==> config.mk <==
export PLATFORM = sky130hd
export DESIGN_NAME = ahb_lite_master
export DESIGN_NICKNAME = d
export VERILOG_FILES = /design/src/rtl/ahb_lite_pkg.sv /design/src/rtl/ahb_lite_master.sv
export SDC_FILE = /design/constraint.sdc
export NUM_CORES = 1
export LEC_CHECK = 0
export CORE_UTILIZATION = 43
export DETAILED_ROUTE_END_ITERATION = 8
export PLACE_DENSITY = 0.78
export SETUP_SLACK_MARGIN = 0.4
export SYNTH_ARGS = -nofsm -noshare
export SYNTH_HDL_FRONTEND = slang
export SYNTH_SLANG_ARGS = --single-unit
export TNS_END_PERCENT = 1
==> constraint.sdc <==
create_clock -name HCLK -period 1.8 [get_ports HCLK]
set_clock_uncertainty 0.05 [all_clocks]
set_input_delay 0.27 -clock HCLK [delete_from_list [all_inputs] [get_ports HCLK]]
set_output_delay 0.27 -clock HCLK [all_outputs]
set_load 0.05 [all_outputs]
==> src/rtl/ahb_lite_pkg.sv <==
// Shared AHB-Lite encodings and fixed sideband values for the command-driven master.
package ahb_lite_pkg;

  // Transfer types. This master only ever drives IDLE or NONSEQ.
  typedef enum logic [1:0] {
    HTRANS_IDLE   = 2'b00,
    HTRANS_BUSY   = 2'b01,
    HTRANS_NONSEQ = 2'b10,
    HTRANS_SEQ    = 2'b11
  } htrans_e;

  // Transfer sizes supported on a 32-bit data bus.
  localparam logic [2:0] HSIZE_BYTE = 3'b000;
  localparam logic [2:0] HSIZE_HALF = 3'b001;
  localparam logic [2:0] HSIZE_WORD = 3'b010;

  // Fixed sideband: single transfers, privileged data access, never locked.
  localparam logic [2:0] HBURST_SINGLE   = 3'b000;
  localparam logic [3:0] HPROT_DATA_PRIV = 4'b0011;

endpackage

==> src/rtl/ahb_lite_master.sv <==
// AHB-Lite master bridging a valid/ready command port to single bus transfers.
// Pipeline: one address phase plus one data phase in flight; responses in order.
// A two-cycle ERROR cancels the pending address phase; both transfers report an error.
module ahb_lite_master
  import ahb_lite_pkg::*;
#(
  parameter int ID_W = 4
) (
  input  logic            HCLK,
  input  logic            HRESET,
  input  logic            cmd_valid,
  output logic            cmd_ready,
  input  logic            cmd_write,
  input  logic [31:0]     cmd_addr,
  input  logic [2:0]      cmd_size,
  input  logic [31:0]     cmd_wdata,
  input  logic [ID_W-1:0] cmd_id,
  output logic            rsp_valid,
  output logic [31:0]     rsp_rdata,
  output logic            rsp_error,
  output logic [ID_W-1:0] rsp_id,
  output logic [31:0]     HADDR,
  output logic [1:0]      HTRANS,
  output logic            HWRITE,
  output logic [2:0]      HSIZE,
  output logic [2:0]      HBURST,
  output logic [3:0]      HPROT,
  output logic            HMASTLOCK,
  output logic [31:0]     HWDATA,
  input  logic            HREADY,
  input  logic            HRESP,
  input  logic [31:0]     HRDATA
);

  // Address phase
  htrans_e         htrans_q;
  logic [31:0]     haddr_q;
  logic            hwrite_q;
  logic [2:0]      hsize_q;
  logic [31:0]     ap_wdata_q;
  logic [ID_W-1:0] ap_id_q;

  // Data phase
  logic            dp_valid_q;
  logic            dp_write_q;
  logic [ID_W-1:0] dp_id_q;
  logic [31:0]     hwdata_q;

  // Response port
  logic            rsp_valid_q;
  logic [31:0]     rsp_rdata_q;
  logic            rsp_error_q;
  logic [ID_W-1:0] rsp_id_q;

  // Error bookkeeping: err_hold blocks new commands between the two ERROR cycles;
  // the cancelled address-phase command waits in cxl_* for its error response.
  logic            err_hold_q;
  logic            cxl_valid_q;
  logic [ID_W-1:0] cxl_id_q;

  logic ap_valid;
  logic pipe_empty;
  logic misaligned;
  logic cmd_fire;

  assign ap_valid   = (htrans_q == HTRANS_NONSEQ);
  assign pipe_empty = !ap_valid && !dp_valid_q && !cxl_valid_q;

  // Alignment check on the incoming command.
  always_comb begin
    // NOTE: default first so every path assigns and no latch is inferred.
    misaligned = 1'b1;
    unique case (cmd_size)
      HSIZE_BYTE: misaligned = 1'b0;
      HSIZE_HALF: misaligned = cmd_addr[0];
      HSIZE_WORD: misaligned = |cmd_addr[1:0];
      default:    misaligned = 1'b1;
    endcase
  end

  // Misaligned commands never reach the bus, so they only enter an empty pipeline
  // where their immediate error response cannot collide with a bus response.
  assign cmd_ready = !HRESET && HREADY && !err_hold_q && (!misaligned || pipe_empty);
  assign cmd_fire  = cmd_valid && cmd_ready;

  // Bus pipeline, response generation and error handling.
  always_ff @(posedge HCLK) begin
    if (HRESET) begin
      // NOTE: non-blocking assignments so every register samples pre-edge values.
      htrans_q    <= HTRANS_IDLE;
      haddr_q     <= '0;
      hwrite_q    <= 1'b0;
      hsize_q     <= '0;
      ap_wdata_q  <= '0;
      ap_id_q     <= '0;
      dp_valid_q  <= 1'b0;
      dp_write_q  <= 1'b0;
      dp_id_q     <= '0;
      hwdata_q    <= '0;
      rsp_valid_q <= 1'b0;
      rsp_rdata_q <= '0;
      rsp_error_q <= 1'b0;
      rsp_id_q    <= '0;
      err_hold_q  <= 1'b0;
      cxl_valid_q <= 1'b0;
      cxl_id_q    <= '0;
    end else begin
      rsp_valid_q <= 1'b0;

      // Cancelled command reports one cycle after the erroring transfer.
      if (cxl_valid_q && !err_hold_q) begin
        rsp_valid_q <= 1'b1;
        rsp_error_q <= 1'b1;
        rsp_rdata_q <= '0;
        rsp_id_q    <= cxl_id_q;
        cxl_valid_q <= 1'b0;
      end

      if (HREADY) begin
        err_hold_q <= 1'b0;

        // Data phase completes (HRESP here is the second ERROR cycle).
        if (dp_valid_q) begin
          rsp_valid_q <= 1'b1;
          rsp_id_q    <= dp_id_q;
          rsp_error_q <= HRESP;
          rsp_rdata_q <= (dp_write_q || HRESP) ? '0 : HRDATA;
        end

        // Address phase advances into the data phase.
        dp_valid_q <= ap_valid;
        dp_write_q <= hwrite_q;
        dp_id_q    <= ap_id_q;
        hwdata_q   <= ap_wdata_q;

        if (cmd_fire && !misaligned) begin
          htrans_q   <= HTRANS_NONSEQ;
          haddr_q    <= cmd_addr;
          hwrite_q   <= cmd_write;
          hsize_q    <= cmd_size;
          ap_wdata_q <= cmd_wdata;
          ap_id_q    <= cmd_id;
        end else begin
          htrans_q <= HTRANS_IDLE;
        end

        if (cmd_fire && misaligned) begin
          rsp_valid_q <= 1'b1;
          rsp_error_q <= 1'b1;
          rsp_rdata_q <= '0;
          rsp_id_q    <= cmd_id;
        end
      end else if (HRESP && dp_valid_q) begin
        // First ERROR cycle: drop the pending address phase, remember its tag.
        htrans_q   <= HTRANS_IDLE;
        err_hold_q <= 1'b1;
        if (ap_valid) begin
          cxl_valid_q <= 1'b1;
          cxl_id_q    <= ap_id_q;
        end
      end
    end
  end

  assign HTRANS    = htrans_q;
  assign HADDR     = haddr_q;
  assign HWRITE    = hwrite_q;
  assign HSIZE     = hsize_q;
  assign HWDATA    = hwdata_q;
  assign HBURST    = HBURST_SINGLE;
  assign HPROT     = HPROT_DATA_PRIV;
  assign HMASTLOCK = 1'b0;

  assign rsp_valid = rsp_valid_q;
  assign rsp_rdata = rsp_rdata_q;
  assign rsp_error = rsp_error_q;
  assign rsp_id    = rsp_id_q;

endmodule
# Yosys cells after proc, flatten, opt, wreduce, memory -nomap -nowiden
# Cells that the tools add are included.
[totals]
ff_bits = 156
in_bits = 109
output_inout_bits = 117
word_cells = 70
[op_classes]
eq_ne = 3
mux = 25
bitwise_logic = 1
reduce_logical = 24
[ops]
columns = ["operator", "n"]
rows = [
  ["$mux 32", 5],
  ["$mux 4", 4],
  ["$mux 1", 12],
  ["$logic_and 1x1->1", 10],
  ["$logic_not 1->1", 6],
  ["$mux 2", 3],
  ["$reduce_or 2->1", 2],
  ["$eq 3x1->1 const B", 1],
  ["$eq 3x2->1 const B", 1],
  ["$logic_not 3->1", 1],
  ["$pmux 1 s3", 1],
  ["$reduce_and 3->1", 1],
  ["$eq 2x2->1 const B", 1],
  ["$logic_or 1x1->1", 2],
  ["$reduce_and 2->1", 1],
  ["$reduce_bool 2->1", 1],
  ["$not 1->1", 1],
]

# Depth between registers and ports, before layout
# Gate-level depths: netlist of run 1.
[logic_depth]
ltp_word = 10
depth_mapped = 6
mapped_depth_nobuf = 4

# Worst setup path before layout of run 1
# Ideal clock, no wire load.
[synth_path]
kind = "input-to-output"
start = "input cmd_size[0]"
end = "output cmd_ready"
t_arrival_ns = 2.089
slack_ns = -0.609
cell_stages = 3
path_buffers = 0
cell_sequence = "or3_4 > a21o_2 > a211oi_1"
[synth_between]
elab_chain_len = 5
[synth_lines]
columns = ["element", "line_no", "text"]
rows = [
  ["start, declared", "ahb_lite_master.sv:15", "input logic [2:0] cmd_size,"],
  ["$eq 3x2->1 (tied with other cells)", "ahb_lite_master.sv:73", "unique case (cmd_size)"],
  ["$pmux 1 s3 *", "ahb_lite_master.sv:73", ""],
  ["$logic_not 1->1 *", "ahb_lite_master.sv:83", "assign cmd_ready = !HRESET && HREADY && !err_hold_q && (!misaligned || pipe_empty);"],
  ["$logic_or 1x1->1 *", "ahb_lite_master.sv:83", ""],
  ["$logic_and 1x1->1 *", "ahb_lite_master.sv:83", ""],
  ["end, declared", "ahb_lite_master.sv:12", "output logic cmd_ready,"],
]
# Mark *: on every way between the ends. The rest lies on a longest branch, timed or not.

# Final worst setup path of run 1
[layout_path]
start = "register htrans_q[1], in the netlist HTRANS[1]"
end = "output cmd_ready"
[layout_between]
elab_chain_len = 6
[layout_lines]
columns = ["element", "line_no", "text"]
rows = [
  ["start, declared", "ahb_lite_master.sv:36", "htrans_e htrans_q;"],
  ["start signal, assigned", "ahb_lite_master.sv:90", "htrans_q <= HTRANS_IDLE;"],
  ["start signal, assigned", "ahb_lite_master.sv:137", "htrans_q <= HTRANS_NONSEQ;"],
  ["start signal, assigned", "ahb_lite_master.sv:144", "htrans_q <= HTRANS_IDLE;"],
  ["$eq 2x2->1", "ahb_lite_master.sv:66", "assign ap_valid = (htrans_q == HTRANS_NONSEQ);"],
  ["$logic_not 1->1", "ahb_lite_master.sv:67", "assign pipe_empty = !ap_valid && !dp_valid_q && !cxl_valid_q;"],
  ["$logic_and 1x1->1 (2 in a row)", "ahb_lite_master.sv:67", ""],
  ["$logic_or 1x1->1", "ahb_lite_master.sv:83", ""],
  ["$logic_and 1x1->1", "ahb_lite_master.sv:83", ""],
]
# No other way between the ends.

==> results of run 1 <==
-- routing by layer --
layer  share of wire [%]  routed length [µm]  vias to the layer above  global-route usage (%)
met4                 2.0                 298                        0                    10.3
met3                 5.0                 762                       25                    5.81
met1                  42                6360                     2342                    25.2
met5                   0                   0                        -                       0
li1                    -                   -                     2438                       -
met2                  51                7790                      131                    36.7
-- cell usage in the layout (no fill, tap or decap), types with 4 or more instances in the layout --
cell / instances
sky130_fd_sc_hd__nand2_2: 8
sky130_fd_sc_hd__nand2_1: 119
sky130_fd_sc_hd__clkdlybuf4s50_1: 103
sky130_fd_sc_hd__mux2i_1: 49
sky130_fd_sc_hd__buf_4: 72
sky130_fd_sc_hd__a21oi_1: 45
sky130_fd_sc_hd__inv_1: 4
sky130_fd_sc_hd__buf_2: 54
sky130_fd_sc_hd__nor2_1: 44
sky130_fd_sc_hd__a22o_1: 32
sky130_fd_sc_hd__buf_6: 4
sky130_fd_sc_hd__nand2_4: 20
sky130_fd_sc_hd__a21oi_2: 36
sky130_fd_sc_hd__clkbuf_16: 18
sky130_fd_sc_hd__clkbuf_8: 4
sky130_fd_sc_hd__buf_12: 5
sky130_fd_sc_hd__dfxtp_1: 154
sky130_fd_sc_hd__conb_1: 9
-- layout make-up --
type	instances	area [µm²]	area share, %
Clock buffer	22	484	5.61
Clock inverter	10	138	1.59
Inverter	4	15.0	0.174
Multi-Input combinational cell	395	2610	30.2
Sequential cell	155	3110	36.0
Tap cell	172	215	2.49
Timing Repair Buffer	244	2060	23.9
-- synth_stat cells, drive strengths merged --
cell / n / area (µm²)
nand3: 1 / 5.00
a22o: 32 / 280
a221oi: 1 / 8.76
nor2b: 3 / 18.8
mux2i: 49 / 490
a21oi: 82 / 444
dfxtp: 155 / 3100
nor2: 45 / 169
nor3b: 1 / 7.51
a211oi: 2 / 27.5
or3: 2 / 17.5
nand2b: 3 / 18.8
nand2: 147 / 552
a211o: 2 / 18.8
nand4bb: 1 / 11.3
o22ai: 1 / 6.26
nand3b: 1 / 7.51
clkbuf: 17 / 63.8
o211a: 1 / 10.0
inv: 4 / 15.0
nor4: 1 / 6.26
o221a: 3 / 33.8
buf: 35 / 240
nor4bb: 1 / 10.0
o41ai: 1 / 8.76
nor3: 3 / 15.0
o311ai: 1 / 8.76
conb: 2 / 7.51
a21o: 2 / 17.5
-- stage by stage --
step	setup WS, ps	instance area, µm²	TNS (ps)	hold slack, ps	power, mW
after floorplan	26.2	5670	0	346	3.89
after global placement	-325	7870	-28870	391	4.22
after detailed placement	-345	7870	-30430	397	4.22
after CTS	-231	8390	-231	2.47	7.95
after global routing	-231	8630	-348	33.8	8.17
final	-173	8630	-173	33.6	7.90
-- power groups by stage --
| stage | clock network [mW] | registers (mW) | logic, mW |
|---|---|---|---|
| floorplan | 0 | 3.63 | 0.255 |
| global placement | 0 | 3.56 | 0.659 |
| detailed placement | 0 | 3.56 | 0.665 |
| CTS | 3.77 | 3.48 | 0.691 |
| global route | 3.92 | 3.48 | 0.761 |
| finish | 3.70 | 3.48 | 0.722 |
-- critical path, cell delays in order, from the launching register on --
cell and delay (ps):
sky130_fd_sc_hd__dfxtp_1 310, sky130_fd_sc_hd__or3_4 390, sky130_fd_sc_hd__buf_6 130, sky130_fd_sc_hd__a211oi_4 230
sky130_fd_sc_hd__buf_12 170
-- final timing paths --
check / startpoint / to / slack, ps / cells after the start
worst max-delay path: HTRANS[1]$_SDFFE_PP0P_ / cmd_ready / -170 / 4
worst min-delay path: HRESET / err_hold_q$_SDFFE_PP0P_ / 30 / 2
worst max register to register: HTRANS[1]$_SDFFE_PP0P_ / rsp_rdata[5]$_SDFF_PP0_ / 30 / 5
worst min register to register: HADDR[11]$_SDFFE_PP0P_ / HADDR[11]$_SDFFE_PP0P_ / 400 / 2
-- sequential cells by signal, indices dropped and copies added (netlist names), 3 cells and up --
register    flops
HSIZE           3
ap_wdata_q     32
dp_id_q         4
cxl_id_q        4
HWDATA         32
rsp_id          4
HADDR          32
ap_id_q         4
rsp_rdata      32
-- kinds of logic after synthesis --
family,share of synthesized area [%]
buffers and inverters,5.67
AOI/OAI and AO/OA,15.4
other,0.134
muxes,8.72
DFF,55.2
and+or+nand+nor,14.9
-- what timing repair did --
action / 4_1_cts / 5_1_grt
setup buffers: 3 / 0
gates cloned: 0 / 0
pin swaps: 12 / 46
gates resized for setup: 309 / 65
endpoints found under the setup margin: 165 / 117
==> results.rst, run 1 <==
.. list-table::
   :header-rows: 1

   * - Metric
     - Value
   * - DR vias
     - 4936
   * - Width of the die
     - 116 µm
   * - Antenna viol nets, final
     - 0
   * - Endpoint type of the worst setup path
     - primary output
   * - Die Outline Area
     - 13500 µm²
   * - Root buf cell
     - sky130_fd_sc_hd__clkbuf_16
   * - Placeable Area
     - 12700 µm²
   * - HPWL reported at the end of detailed placement
     - 10100 µm
   * - Vias in the first global route
     - 4610
   * - Sw Share
     - 22.4%
   * - Fill count
     - 977
   * - Die H
     - 116 µm
   * - Fin. max-slew vios
     - 0
   * - Detailed router's first-iteration violation count
     - 319
   * - Final min period
     - 1970 ps
   * - Unrepaired setup endpoints after global routing
     - yes
   * - Final period util
     - 110%
   * - Class of the most critical setup path
     - flip-flop to primary output
   * - Area overhead of the layout relative to synthesis
     - 53.5%
   * - Post-synthesis sequential area ratio
     - 55.2%
   * - Combinational share of power
     - 9.1%
   * - Clock tree from TritonCTS
     - built
   * - Aggregate global routing overflow
     - 0
   * - Max transition margin
     - 58.0%
   * - Initial antenna violation count
     - 0
   * - CTS hold repair buffers
     - 0
   * - Final hold violation count
     - 0
   * - Highest clock frequency the design can meet
     - 507 MHz
   * - Placed insts
     - 967
   * - Final setup vio count
     - 1
   * - Fraction of final layout cells sized beyond drive strength 1
     - 30.4%
   * - Transition time at the pin with the least slew margin
     - 630 ps
   * - First-pass GRT wire length
     - 22600 µm
   * - TritonRoute pass-1 iters
     - 4
   * - Peak fanout along the critical path
     - 2
   * - Mean instance size in the synthesized netlist
     - 9.39 µm²
   * - # H-tree levels
     - 4
   * - Starting density of the core
     - 44.4%
   * - Final wirelength
     - 15200 µm
   * - Worst min-delay path category
     - input pin to flip-flop
   * - Switching power total
     - 1.77 mW
   * - Post-detailed-route via-to-cell ratio
     - 4.93
   * - RePlAce Congestion
     - 0.795
   * - Cell count after synthesis
     - 599
   * - Clock sinks
     - 155
   * - Portion of total power attributed to sequential cells
     - 44.1%
   * - Required time reported for the critical path endpoint
     - 1480 ps
   * - Final #Nets
     - 926
   * - Pin count of the biggest net entering global routing
     - 59
   * - Count of warnings emitted by yosys
     - 0
   * - I/O Buffers
     - 216
   * - Max clock buf depth
     - 2
   * - Final core utilization
     - 68.1%
   * - Netlist area before placement
     - 5620 µm²
   * - Max capacitance violation total
     - 0
   * - Peak supply drop
     - 0.000609 V
   * - Outcome
     - complete, but fails checks
   * - Diodes inserted
     - 0
   * - Post-Layout Cell Count
     - 1002
   * - Clock slew seen by the registers of the worst setup and hold paths
     - 60 ps
   * - Critical Path Source Type
     - flip-flop
   * - Post-layout worst setup margin
     - -173 ps
   * - Violations in the final reports
     - negative setup slack
   * - DRC errors left
     - 0
   * - Clock latency at the later pin of the worst-skew pair
     - 420 ps
   * - Cts bufs inserted
     - 17
   * - Arrival time reported for the critical path endpoint
     - 1650 ps
   * - Leakage power figure
     - 3.70 nW
   * - Pwr Density
     - 915 nW/µm²
   * - WL/cell
     - 15.2 µm
   * - Post-synthesis cell type count
     - 36
   * - Number of register bits inferred by synthesis
     - 155
   * - Total internal power
     - 6.13 mW
   * - Io pins
     - 226
   * - Placement row count
     - 41
   * - All-Layer GR Usage
     - 21.6%
   * - Clock share of power
     - 46.8%
Note: power is estimated with default switching activity, not from simulation.
==> run 2: changes to the inputs <==
Settings changed: CTS_CLUSTER_DIAMETER from default to 60.
==> results of run 2 <==
Same layout as run 1: the final DEF is identical, and so are final timing and power.
